===== src/rtl/rom_arb_pkg.sv =====
// rom_arb_pkg -- shared types and constants for the ROM bank arbiter.
//   arb_state_t   : arbiter FSM states
//   cpu_region_t  : CPU address region classification
//   WIN_LO/WIN_HI : banked window bounds [0x6000, 0x8000)
//   FIXED_OFS     : SDRAM offset of the fixed 32 KB region
//   UNMAPPED_DATA : read data returned for unmapped CPU addresses
package rom_arb_pkg;

  typedef enum logic [1:0] {
    ST_IDLE,
    ST_CPU_WAIT,
    ST_VID_WAIT,
    ST_ACK
  } arb_state_t;

  typedef enum logic [1:0] {
    RGN_UNMAPPED,
    RGN_WINDOW,
    RGN_FIXED
  } cpu_region_t;

  localparam logic [15:0] WIN_LO        = 16'h6000;
  localparam logic [15:0] WIN_HI        = 16'h8000;
  localparam logic [17:0] FIXED_OFS     = 18'h08000;
  localparam logic [7:0]  UNMAPPED_DATA = 8'hFF;

endpackage


===== src/rtl/rom_arb_decode.sv =====
// rom_arb_decode -- combinational CPU address decode and translation.
// Ports:
//   i_cpu_addr [15:0] : CPU byte address
//   i_bs       [1:0]  : current bank select
//   o_region          : unmapped / banked window / fixed region
//   o_offset   [17:0] : SDRAM offset relative to the program ROM base
module rom_arb_decode
  import rom_arb_pkg::*;
(
  input  logic [15:0]  i_cpu_addr,
  input  logic [1:0]   i_bs,
  output cpu_region_t  o_region,
  output logic [17:0]  o_offset
);

  always_comb begin
    o_region = RGN_UNMAPPED;
    o_offset = '0;
    if (i_cpu_addr >= WIN_HI) begin
      o_region = RGN_FIXED;
      o_offset = FIXED_OFS + {3'b000, i_cpu_addr[14:0]};
    end else if (i_cpu_addr >= WIN_LO) begin
      o_region = RGN_WINDOW;
      o_offset = {3'b000, i_bs, i_cpu_addr[12:0]};
    end
  end

endmodule


===== src/rtl/rom_bank_arbiter.sv =====
// rom_bank_arbiter -- arbitrates CPU program reads and video tile fetches
// onto a single SDRAM read port, with bank translation for the CPU window.
// Ports:
//   CLK, RST                : clock, synchronous active-high reset
//   cpu_req/addr/ack/data   : CPU read channel (req held until ack)
//   vid_req/addr/ack/data   : video fetch channel (req held until ack)
//   bs                      : bank select from the protection chip
//   ss_cs, ss_ad            : strobe/address to the protection chip
//   mem_req/addr/rdy/data   : SDRAM read port
// Build option: ROMARB_VID_PRIORITY_EN -- when defined, video wins every tie;
// otherwise ties alternate, starting with the CPU after reset.
//
// state       | meaning
// ST_IDLE     | waiting for a request; grants one requester
// ST_CPU_WAIT | SDRAM read outstanding for the CPU
// ST_VID_WAIT | SDRAM read outstanding for video
// ST_ACK      | ack pulse cycle; no grants
module rom_bank_arbiter
  import rom_arb_pkg::*;
#(
  parameter logic [17:0] PRG_BASE = 18'h00000,
  parameter logic [17:0] CHR_BASE = 18'h20000
) (
  input  logic        CLK,
  input  logic        RST,
  input  logic        cpu_req,
  input  logic [15:0] cpu_addr,
  output logic        cpu_ack,
  output logic [7:0]  cpu_data,
  input  logic        vid_req,
  input  logic [16:0] vid_addr,
  output logic        vid_ack,
  output logic [7:0]  vid_data,
  input  logic [1:0]  bs,
  output logic        ss_cs,
  output logic [12:0] ss_ad,
  output logic        mem_req,
  output logic [17:0] mem_addr,
  input  logic        mem_rdy,
  input  logic [7:0]  mem_data
);

  arb_state_t  r_state, w_state_nxt;
  logic        w_grant_cpu, w_grant_vid;
  cpu_region_t w_region;
  logic [17:0] w_cpu_ofs;

  logic        r_last_vid;
  logic        r_cpu_ack, r_vid_ack, r_ss_cs, r_mem_req;
  logic [7:0]  r_cpu_data, r_vid_data;
  logic [12:0] r_ss_ad;
  logic [17:0] r_mem_addr;

  rom_arb_decode u_decode (
    .i_cpu_addr (cpu_addr),
    .i_bs       (bs),
    .o_region   (w_region),
    .o_offset   (w_cpu_ofs)
  );

  always_ff @(posedge CLK) begin
    if (RST) r_state <= ST_IDLE;
    else     r_state <= w_state_nxt;
  end

  always_comb begin
    w_state_nxt = r_state;
    w_grant_cpu = 1'b0;
    w_grant_vid = 1'b0;
    case (r_state)
      ST_IDLE: begin
        if (cpu_req && vid_req) begin
`ifdef ROMARB_VID_PRIORITY_EN
          w_grant_vid = 1'b1;
`else
          // Round-robin: favour whoever did not win the previous grant.
          w_grant_cpu = r_last_vid;
          w_grant_vid = !r_last_vid;
`endif
        end else begin
          w_grant_cpu = cpu_req;
          w_grant_vid = vid_req;
        end
        if (w_grant_cpu)
          w_state_nxt = (w_region == RGN_UNMAPPED) ? ST_ACK : ST_CPU_WAIT;
        else if (w_grant_vid)
          w_state_nxt = ST_VID_WAIT;
      end
      ST_CPU_WAIT: if (mem_rdy) w_state_nxt = ST_ACK;
      ST_VID_WAIT: if (mem_rdy) w_state_nxt = ST_ACK;
      ST_ACK:      w_state_nxt = ST_IDLE;
      default:     w_state_nxt = ST_IDLE;
    endcase
  end

  // Address and bank are captured only in the grant cycle so a bank switch
  // while the SDRAM read is in flight cannot redirect it.
  always_ff @(posedge CLK) begin
    if (RST) begin
      r_last_vid <= 1'b1;
      r_cpu_ack  <= 1'b0;
      r_vid_ack  <= 1'b0;
      r_ss_cs    <= 1'b0;
      r_mem_req  <= 1'b0;
      r_cpu_data <= UNMAPPED_DATA;
      r_vid_data <= UNMAPPED_DATA;
      r_ss_ad    <= '0;
      r_mem_addr <= '0;
    end else begin
      r_cpu_ack <= 1'b0;
      r_vid_ack <= 1'b0;
      r_ss_cs   <= 1'b0;
      if (w_grant_cpu) begin
        r_last_vid <= 1'b0;
        r_ss_ad    <= cpu_addr[12:0];
        if (w_region == RGN_UNMAPPED) begin
          r_cpu_ack  <= 1'b1;
          r_cpu_data <= UNMAPPED_DATA;
        end else begin
          r_mem_req  <= 1'b1;
          r_mem_addr <= PRG_BASE + w_cpu_ofs;
          r_ss_cs    <= (w_region == RGN_WINDOW);
        end
      end
      if (w_grant_vid) begin
        r_last_vid <= 1'b1;
        r_mem_req  <= 1'b1;
        r_mem_addr <= CHR_BASE + {1'b0, vid_addr};
      end
      if (mem_rdy && r_state == ST_CPU_WAIT) begin
        r_mem_req  <= 1'b0;
        r_cpu_data <= mem_data;
        r_cpu_ack  <= 1'b1;
      end
      if (mem_rdy && r_state == ST_VID_WAIT) begin
        r_mem_req  <= 1'b0;
        r_vid_data <= mem_data;
        r_vid_ack  <= 1'b1;
      end
    end
  end

  assign cpu_ack  = r_cpu_ack;
  assign cpu_data = r_cpu_data;
  assign vid_ack  = r_vid_ack;
  assign vid_data = r_vid_data;
  assign ss_cs    = r_ss_cs;
  assign ss_ad    = r_ss_ad;
  assign mem_req  = r_mem_req;
  assign mem_addr = r_mem_addr;

endmodule

===== config.mk =====
export PLATFORM = sky130hd
export DESIGN_NAME = rom_bank_arbiter
export DESIGN_NICKNAME = d
export VERILOG_FILES = /design/src/rtl/rom_arb_pkg.sv /design/src/rtl/rom_arb_decode.sv /design/src/rtl/rom_bank_arbiter.sv
export SDC_FILE = /design/constraint.sdc
export NUM_CORES = 1
export LEC_CHECK = 0
export CAP_MARGIN = 0
export CORE_UTILIZATION = 46
export DETAILED_ROUTE_END_ITERATION = 10
export PLACE_DENSITY = 0.95
export SYNTH_ARGS = -nofsm -noshare
export SYNTH_HDL_FRONTEND = slang
export SYNTH_HIERARCHICAL = 1
export SYNTH_SLANG_ARGS = --single-unit

===== constraint.sdc =====
create_clock -name CLK -period 4.3 [get_ports CLK]
set_clock_uncertainty 0.15 [all_clocks]
set_input_delay 0.645 -clock CLK [delete_from_list [all_inputs] [get_ports CLK]]
set_output_delay 0.645 -clock CLK [all_outputs]
set_load 0.03 [all_outputs]

---- Yosys cells after proc, flatten, opt, wreduce, memory -nomap -nowiden ----
Cells that the tools add are included.
operators by class
  muxes and demuxes ....................... 28
  reduce and logical (&&, ||, !) cells .... 16
  order comparisons ....................... 2
  eq/ne operators ......................... 7
  bitwise operators ....................... 1
  $add $sub $neg .......................... 2
operators by type and width
  kind                      count
  $mux W18                  4
  $mux W8                   3
  $add A18 B17 Y18 const A  1
  $add A16 B15 Y17 const A  1
  $ge A16 B15 Y1 const B    1
  $ge A16 B16 Y1 const B    1
  $mux W15                  1
  $mux W1                   14
  $mux W2                   5
  $pmux W2 S3               1
  $reduce_and A2 Y1         3
  $reduce_bool A2 Y1        3
  $reduce_or A3 Y1          2
  $eq A2 B1 Y1 const B      2
  $eq A2 B2 Y1 const B      2
  $logic_not A2 Y1          2
  $reduce_or A2 Y1          2
  $logic_and A1 B1 Y1       3
  $ne A3 B1 Y1 const B      1
  $ne A2 B1 Y1 const B      1
  $ne A2 B2 Y1 const B      1
  $logic_not A1 Y1          1
  $not A1 Y1                1
storage, ports and cells
  output and inout bits ................... 51
  word-level logic and storage cells ...... 66
  input bits .............................. 48
  flip-flop bits (word level) ............. 54

---- Depth between registers and ports, before layout ----
Gate-level depths: netlist of the first run.
  word-level depth ........................ 7
  gate-level depth with buffers ........... 8
  mapped depth without buffers ............ 6

---- Hierarchy ----
Netlist of the first run, hierarchy kept.
by module, submodules not included
  module            cells an instance  sequential area each (µm²)  instances  area each (µm²)
  rom_bank_arbiter  268                1081.0                      1          2232.1
  rom_arb_decode    26                 0.0                         1          161.4

---- Worst setup path before layout of the first run ----
OpenSTA, ideal clock, no wires.
  kind .................................... input -> register
  start point ............................. input port cpu_addr[15]
  end point ............................... register r_state[1]
  data required time ...................... 4.080 ns
  cell stages on the path ................. 7
  path slack .............................. 2.402 ns
  buffers on the path ..................... 3
  library setup time ...................... 0.070 ns
  arrival time ............................ 1.678 ns
  cell sequence ........................... clkbuf_1 -> buf_4 -> nor2_1 -> nor3_2 -> buf_6 -> or3_1 -> a21oi_1
between the ends
  elaborated cells on any way between the ends .. 8
  classes of those cells .................. order compare (2); mux (5); reduce/logical (1)
RTL lines
  what                  line                    RTL
  start, declared       rom_bank_arbiter.sv:27  input logic [15:0] cpu_addr,
  $ge A16 B16 Y1        rom_arb_decode.sv:19    if (i_cpu_addr >= WIN_HI) begin
  $mux W2               rom_arb_decode.sv:19
  net w_region[1]       rom_bank_arbiter.sv:45  cpu_region_t w_region;
  $logic_not A2 Y1      rom_bank_arbiter.sv:85  w_state_nxt = (w_region == RGN_UNMAPPED) ? ST_ACK : ST_CPU_WAIT;
  $mux W2               rom_bank_arbiter.sv:85
  $mux W2               rom_bank_arbiter.sv:84  if (w_grant_cpu)
  $pmux W2 S3           rom_bank_arbiter.sv:70  case (r_state)
  end signal, assigned  rom_bank_arbiter.sv:63  else r_state <= w_state_nxt;
  end, declared         rom_bank_arbiter.sv:43  arb_state_t r_state, w_state_nxt;
The timed path passes the listed nets, and every way through them passes these cells.
A chain may end at the register's enable or synchronous reset.

---- Worst setup path after layout of the first run ----
  start point ............................. input port cpu_addr[15]
  end point ............................... register r_mem_addr[9] (netlist: mem_addr[9])
between the ends
  longest elaborated chain between the ends .. 6
  elaborated cells on any way between the ends .. 12
  classes of those cells .................. order compare (2); eq/ne (1); mux (7); reduce/logical (2)
ends and longest elaborated chain
  what                                    line                     RTL
  $ge A16 B15 Y1                          rom_arb_decode.sv:22     end else if (i_cpu_addr >= WIN_LO) begin
  $mux W1                                 rom_arb_decode.sv:22
  $mux W2 (*)                             rom_arb_decode.sv:19
  net w_region[0]                         rom_bank_arbiter.sv:45
  $logic_not A2 Y1 (*)                    rom_bank_arbiter.sv:116  if (w_region == RGN_UNMAPPED) begin
  $ne A2 B2 Y1 (no source line) (*)       --
  $reduce_and A2 Y1 (no source line) (*)  --
  end signal, assigned                    rom_bank_arbiter.sv:121  r_mem_addr <= PRG_BASE + w_cpu_ofs;
  end signal, assigned                    rom_bank_arbiter.sv:128  r_mem_addr <= CHR_BASE + {1'b0, vid_addr};
  end, declared                           rom_bank_arbiter.sv:52   logic [17:0] r_mem_addr;
Mark *: on every way through the listed nets, which the timed path passes. The rest lies on a longest branch. The select of a mux whose other input is x is not followed.

==> out/summary.txt, run 1 <==
outcome = finished clean
Yosys cell types = 31
final hold violations = 0
Max-Cap Viols = 0
total track usage = 24.2%
critical path capture point type = register
Worst-Margin Slew = 941 ps
FF+latch count, synth = 54
Gate Count Post-Synth = 294
top_reg_cell synth = dfxtp_1
Routed WL = 6610 um
CP Data Required Time = 4360 ps
sequential share of the synthesized area = 45.2%
Pleak = 1.33 nW
Post-Place Cell Area = 0.00333 sq mm
Final period util = 57.8%
RSZ-0062 raised after global routing = no
GR Util met1 = 29.6%
Cell Rows = 25
gr busiest metal = met2
remaining antenna violation count = 0
Layout Nets = 429
met3 Use GR = 5.56%
reg2reg setup slack = 2220 ps
ys async rst share = 0%
global route total overflow = 0
Post-CTS Setup Inserts = 0
CP Launch Type = primary input
post-synthesis xor/xnor area fraction = 0%
VDD IR-drop max = 321 uV
Slew Limit Fails = 0
crit path kind = in -> reg
met2 Use GR = 40.5%
Min-Delay Path Class = reg -> reg
CTS sink count = 54
Compound-Gate Fraction of Synth Area = 19.7%
Relative slew margins = 37.3%
cts hold-fix bufs = 0
setup violators final = 0
H-tree Lvls = 2
Power Dens Cells = 519 mW/mm^2
Mapped Area = 0.00239 sq mm
hpwl dp = 4860 um
antenna violations before repair = 0
# IOs = 99
most frequent cells in the layout = clkdlybuf4s50_1 (97), dfxtp_1 (54), nand2_1 (51), a21oi_1 (35), nor2_1 (33)
IO buf count = 98
Worst-Skew Late Latency = 300 ps
DR iter-0 viols = 232
post-DR vias/cell = 5.33
die height = 74.1 um
crit-path max FO = 18
Synth-to-Final Area Change = 42.4%
Fmax = 402 MHz
most common cell after layout, fill and taps aside = clkdlybuf4s50_1
Synth warnings = 6
vias = 2361
largest net degree at the start of global routing = 55
die area = 0.00550 sq mm
final instance area = 0.00341 sq mm
Min Hold Slack = 307 ps
routed length per instance = 14.9 um
Worst-path clk slew = 90 ps
Mean Syn Cell Area = 8.14 sq um
Setup TNS Final = 0 ps
vias in the first global route = 2179
GPL Wtd Cong = 0.838
antenna cells = 0
mux share of post-synthesis cell area = 0.418%
clk root buf = clkbuf_8
main combinational cell family by area after synthesis = simple AND/OR/NAND/NOR gates
CTS Buf Count = 5
DR pass1 iterations = 4
crit path time final = 2490 ps
Clock Tree Buf Depth = 2
CTS tree = yes
first-pass GRT wire length = 10100 um
Post-route DRC = 0
width of the die = 74.1 um
number of synthesized flops with an enable pin = 0
total core area = 0.00485 sq mm
arrival time at the worst endpoint = 2540 ps
layout cells sized above 1 = 3.19%
post-cts resize count = 0
Fill cells = 375
Adder-Cell Fraction of Synth Area = 2.09%
Post-Synth Simple-Gate Area = 26.3%
Starting Density = 49.4%
-- layer usage --
layer	part of all wire [%]	vias to the layer above	wire length, um
met4	2.4	0	160
met2	50	98	3330
met1	41	1084	2700
li1	-	1163	-
met3	6.3	16	417
met5	0	-	0
-- critical path, cell delays in order --
cell and delay (ps):
clkdlybuf4s50_1 620, nor2_1 100, nor2_1 260, or3_1 550, nand2_1 120, a211oi_1 250
-- cell usage after synthesis, drive strengths merged, types with 2 or more instances --
library cell,count,share of area [%]
nand3,3,0.84
dfxtp,54,45
o21bai,8,2.5
nand2b,3,0.78
clkbuf,12,1.9
and4,2,0.73
nor2b,15,3.9
nor3,12,2.7
inv,3,0.47
ha,4,2.1
or3,2,0.52
nand2,51,8.0
nor2,33,5.2
a211o,8,2.9
a211oi,18,5.6
a21oi,36,7.7
a31oi,2,0.52
and2,2,0.52
and3,9,2.4
buf,12,3.9
-- logic make-up after synthesis --
kind of cell | after synthesis
buffers and inverters | 27
muxes | 1
adders and majority gates | 4
other | 1
AOI/OAI and AO/OA | 73
DFF | 54
and+or+nand+nor | 134
-- stage by stage --
step | utilization, % | std cells | total power, mW | setup WS [ps]
6_report | 70.3 | 443 | 1.77 | 1810
5_1_grt | 70.3 | 443 | 1.87 | 1640
4_1_cts | 70.3 | 443 | 1.77 | 1830
3_5_place_dp | 68.6 | 437 | 1.50 | 1520
3_3_place_gp | 68.6 | 437 | 1.47 | 1690
2_1_floorplan | - | 295 | 1.21 | 2400
-- final cells by class --
| type | instances | area, sq um | area share, % |
|---|---|---|---|
| clock buffers | 6 | 82.6 | 2.42 |
| inverters | 3 | 11.3 | 0.330 |
| multi-input cells | 214 | 1170 | 34.2 |
| flip-flops and latches | 54 | 1080 | 31.7 |
| well taps | 67 | 83.8 | 2.46 |
| repair buffers | 99 | 983 | 28.8 |
-- power breakdown --
part | switching [mW] | internal, mW | leakage, nW
sequential | 0.0557 | 0.605 | 0.443
clock | 0.153 | 0.125 | 0.0431
combinational | 0.491 | 0.339 | 0.845
-- state kept, by name, indices dropped and copies added (netlist names) --
register / cells
cpu_data: 8
vid_data: 8
mem_addr: 18
cpu_ack: 1
vid_ack: 1
ss_cs: 1
ss_ad: 13
r_state: 2
mem_req: 1
r_last_vid: 1
-- final timing paths --
path | start | endpoint | cells after the start
setup reg to reg | r_state[0] | mem_addr[3] | 6
hold reg to reg | ss_ad[11] | ss_ad[11] | 2
setup / recovery | cpu_addr[15] | mem_addr[9] | 6
hold / removal | ss_ad[11] | ss_ad[11] | 2
Power figures use the tool's default switching activity.
==> inputs of run 2 (changes only) <==
--- a/config.mk
+++ b/config.mk
@@ -6,9 +6,9 @@
 export NUM_CORES = 1
 export LEC_CHECK = 0
 export CAP_MARGIN = 0
-export CORE_UTILIZATION = 46
+export CORE_UTILIZATION = 43
 export DETAILED_ROUTE_END_ITERATION = 10
-export PLACE_DENSITY = 0.95
+export PLACE_DENSITY = 0.9
 export SYNTH_ARGS = -nofsm -noshare
 export SYNTH_HDL_FRONTEND = slang
 export SYNTH_HIERARCHICAL = 1
==> constraint.sdc (replaced) <==
create_clock -name CLK -period 2.3 [get_ports CLK]
set_clock_uncertainty 0.15 [all_clocks]
set_input_delay 0.345 -clock CLK [delete_from_list [all_inputs] [get_ports CLK]]
set_output_delay 0.345 -clock CLK [all_outputs]
set_load 0.03 [all_outputs]
==> out/summary.txt, run 2 (same netlist as run 1, synthesis figures left out) <==
die area = 0.00587 sq mm
FF-to-FF Start = r_state[0]
Largest register FFs = 18
CTS sink count = 54
Max stage delay on crit path = 340 ps
Post-CTS Setup Inserts = 0
Slew Limit Fails = 0
Setup TNS Final = 0 ps
first-pass GRT wire length = 10700 um
H-tree Lvls = 2
crit path max-delay cell type = dfxtp_1
routed length per instance = 14.5 um
DR pass1 iterations = 4
antenna cells = 0
clk root buf = clkbuf_8
total core area = 0.00524 sq mm
final instance area = 0.00352 sq mm
hpwl dp = 4920 um
# IOs = 99
Cell Rows = 26
antenna violations before repair = 0
Worst Setup EP = mem_addr[10]
post-cts resize count = 0
final hold violations = 0
CTS Buf Count = 5
DR iter-0 viols = 145
Final period util = 89.4%
crit path cell chain = inv_1 -> ha_1 -> nand2_1 -> nor3_2 -> buf_4 -> a21oi_1 -> a211oi_1
Cell Count, Final, Fillers Out = 459
Min-Delay Path Class = reg -> reg
layout cells sized above 1 = 5.91%
setup ws final = 244 ps
CP Launch Type = register
crit path time final = 2060 ps
Synth-to-Final Area Change = 47.0%
Max-Cap Viols = 0
Reg-to-Reg End = mem_addr[10]
width of the die = 76.6 um
IO buf count = 98
Pleak = 1.39 nW
total track usage = 22.8%
R2R depth = 7
Starting Density = 45.7%
VDD IR-drop max = 496 uV
Routed WL = 6680 um
global route total overflow = 0
vias in the first global route = 2196
crit-path max FO = 16
Clock Tree Buf Depth = 2
most frequent cells in the layout = clkdlybuf4s50_1 (97), dfxtp_1 (54), nand2_1 (51), a21oi_1 (35), nor2_1 (33)
reg2reg setup slack = 240 ps
Worst-Skew Late Latency = 300 ps
CP Data Required Time = 2350 ps
Layout Nets = 440
cts hold-fix bufs = 0
setup violators final = 0
arrival time at the worst endpoint = 2110 ps
GPL Wtd Cong = 0.897
CTS tree = yes
largest net degree at the start of global routing = 40
most common cell after layout, fill and taps aside = clkdlybuf4s50_1
Power Dens Cells = 984 mW/mm^2
Post-Place Cell Area = 0.00341 sq mm
RSZ-0062 raised after global routing = no
crit path launch = r_state[0]
vias = 2366
DP Cell Count = 451
Post-route DRC = 0
critical path capture point type = register
Worst-path clk slew = 90 ps
outcome = finished clean
die height = 76.6 um
remaining antenna violation count = 0
Worst-Margin Slew = 715 ps
crit path kind = reg -> reg
Place WS = 121 ps
Relative slew margins = 52.4%
post-DR vias/cell = 5.15
Fmax = 486 MHz
[run 2: cell count changes in the layout (fill, tap and decap cells not counted), sizes merged]
cell,before,now
bufinv,0,1
buf,2,13
clkbuf,6,7
[run 2: cell type report]
type                    count  area (sq um)
inverters                   3          11.3
repair buffers            110          1070
clock buffers               7          76.3
flip-flops and latches     54          1080
multi-input cells         214          1170
fillers                   413          1720
well taps                  70          87.6
clock inverters             1          30.0
[run 2: power breakdown]
part	switching, mW	internal (mW)
sequential	0.106	1.13
combinational	0.931	0.671
clock	0.296	0.326
[run 2: through the flow]
stage               utilization, %  hold slack [ps]  power [mW]
floorplan                        -              285        2.26
global placement              65.2              292        2.81
detailed placement            65.2              300        2.85
CTS                           67.2              313        3.47
global route                  67.2              331        3.66
finish                        67.2              310        3.46
[run 2: worst min path at each step]
stage               slack, ps  cells after the start       start    endpoint
finish                    310                      2   ss_ad[11]   ss_ad[11]
global route              330                      2    ss_ad[1]    ss_ad[1]
CTS                       310                      2    ss_ad[1]    ss_ad[1]
detailed placement        300                      2   ss_ad[11]   ss_ad[11]
global placement          290                      2    ss_ad[0]    ss_ad[0]
floorplan                 280                      2  r_last_vid  r_last_vid
[run 2: critical path, delay by kind of cell (launching register included)]
kind / cells / cell delay, ps
flops: 1 / 340
buf+inv: 2 / 380
fa+ha+maj: 1 / 300
simple gates: 2 / 440
compound gates: 2 / 340
[run 2: layer usage]
layer / wire length (um) / global-route usage [%]
met5: 0 / 0
met4: 137 / 9.04
met3: 280 / 3.47
met2: 3270 / 38.3
met1: 2990 / 29.1
==> inputs of run 3 (changes only) <==
--- a/config.mk
+++ b/config.mk
@@ -6,6 +6,7 @@
 export NUM_CORES = 1
 export LEC_CHECK = 0
 export CAP_MARGIN = 0
+export CORE_MARGIN = 1.5
 export CORE_UTILIZATION = 43
 export DETAILED_ROUTE_END_ITERATION = 10
 export PLACE_DENSITY = 0.9
==> out/summary.txt, run 3 (same netlist as run 1, synthesis figures left out) <==
Pleak = 1.39 nW
met3 WL post-DR = 305 um
antenna violations before repair = 0
Largest register FFs = 18
Post-Place Cell Area = 0.00342 sq mm
GPL Wtd Cong = 0.913
DR iter-0 viols = 127
clk root buf = clkbuf_8
Final period util = 93.5%
Hold Path Cell Cnt = 2
CP Launch Type = register
Worst-Margin Slew = 596 ps
width of the die = 77.6 um
die height = 77.6 um
Worst-path clk slew = 90 ps
antenna cells = 0
outcome = finished clean
Power Dens Cells = 966 mW/mm^2
Worst-Skew Late Latency = 300 ps
CP Data Required Time = 2350 ps
Post-route DRC = 0
routed length per instance = 15.2 um
Max-Cap Viols = 0
Fill cells = 420
Layout Nets = 441
# IOs = 99
crit-path max FO = 16
Post-CTS Setup Inserts = 0
CTS Buf Count = 5
layout cells sized above 1 = 6.41%
Clock Tree Buf Depth = 2
arrival time at the worst endpoint = 2200 ps
hpwl dp = 5240 um
critical path capture point type = register
total core area = 0.00524 sq mm
global route total overflow = 0
Synth-to-Final Area Change = 46.7%
VDD IR-drop max = 528 uV
crit path time final = 2150 ps
H-tree Lvls = 2
cts hold-fix bufs = 0
largest net degree at the start of global routing = 34
CTS tree = yes
Met2 Wirelength = 3520 um
Min-Delay Path Class = reg -> reg
RSZ-0062 raised after global routing = no
Fmax = 465 MHz
most frequent cells in the layout = clkdlybuf4s50_1 (97), dfxtp_1 (54), nand2_1 (51), a21oi_1 (35), nor2_1 (33)
most common cell after layout, fill and taps aside = clkdlybuf4s50_1
Routed WL = 7000 um
Starting Density = 45.7%
final instance area = 0.00351 sq mm
first-pass GRT wire length = 11100 um
post-cts resize count = 0
Max stage delay on crit path = 340 ps
Slew Limit Fails = 0
final hold violations = 0
Setup TNS Final = 0 ps
CTS sink count = 54
Max Used Layer = met4
Relative slew margins = 60.3%
setup violators final = 0
vias = 2386
crit path kind = reg -> reg
R2R depth = 7
post-DR vias/cell = 5.19
die area = 0.00602 sq mm
remaining antenna violation count = 0
crit path cell chain = inv_1 -> ha_1 -> nand2_1 -> nor3_2 -> buf_4 -> a21oi_1 -> a211oi_1
IO buf count = 98
DR pass1 iterations = 4
vias in the first global route = 2306
Metal-1 WL = 2900 um
Cell Rows = 26
total track usage = 22.8%
crit path max-delay cell type = dfxtp_1
## run 3: changes by cell type in the layout (fill, tap and decap cells not counted)
cell / before / now
clkbuf_8: 5 / 6
clkinv_2: 0 / 1
clkbuf_1: 2 / 1
bufinv_16: 1 / 0
buf_4: 12 / 13
## run 3: through the flow
stage	util [%]	worst slack, ps	hold WS [ps]	power, mW	cells
final	67.1	150	309	3.39	460
after CTS	67.1	189	312	3.40	460
after floorplan	-	533	285	2.26	295
after detailed placement	65.3	102	300	2.86	452
after global routing	67.1	48.5	324	3.58	460
after global placement	65.3	207	291	2.81	452
## run 3: cell type report
type,instances,area (sq um),share of cell area [%]
flip-flops and latches,54,1080,30.8
repair buffers,111,1070,30.6
clock buffers,7,86.3,2.46
clock inverters,1,5.00,0.143
well taps,70,87.6,2.49
multi-input cells,214,1170,33.2
inverters,3,11.3,0.321
## run 3: final timing paths
| check | slack, ps | to | startpoint |
|---|---|---|---|
| min | 310 | ss_ad[1] | ss_ad[1] |
| max | 150 | mem_addr[1] | r_state[0] |
| min reg2reg | 310 | ss_ad[1] | ss_ad[1] |
| max reg2reg | 150 | mem_addr[1] | r_state[0] |
## run 3: worst max-delay path, delay by kind of cell (launching register included)
family,cells,cell delay [ps]
AND/OR/NAND/NOR,2,460
AO/OA/AOI/OAI,2,400
buffers and inverters,2,390
flip-flops,1,340
adder cells (fa/ha/maj),1,310
## run 3: power breakdown
group | leakage, nW | internal, mW | switching [mW]
Sequential | 0.443 | 1.13 | 0.110
Combinational | 0.903 | 0.672 | 0.939
Clock | 0.0482 | 0.244 | 0.296
Total | 1.39 | 2.05 | 1.35
## run 3: per-layer routing
layer	track usage [%]	vias to the layer above
met5	0	-
met4	10.4	0
met3	3.76	24
met2	39.8	86
met1	27.0	1086
li1	-	1190
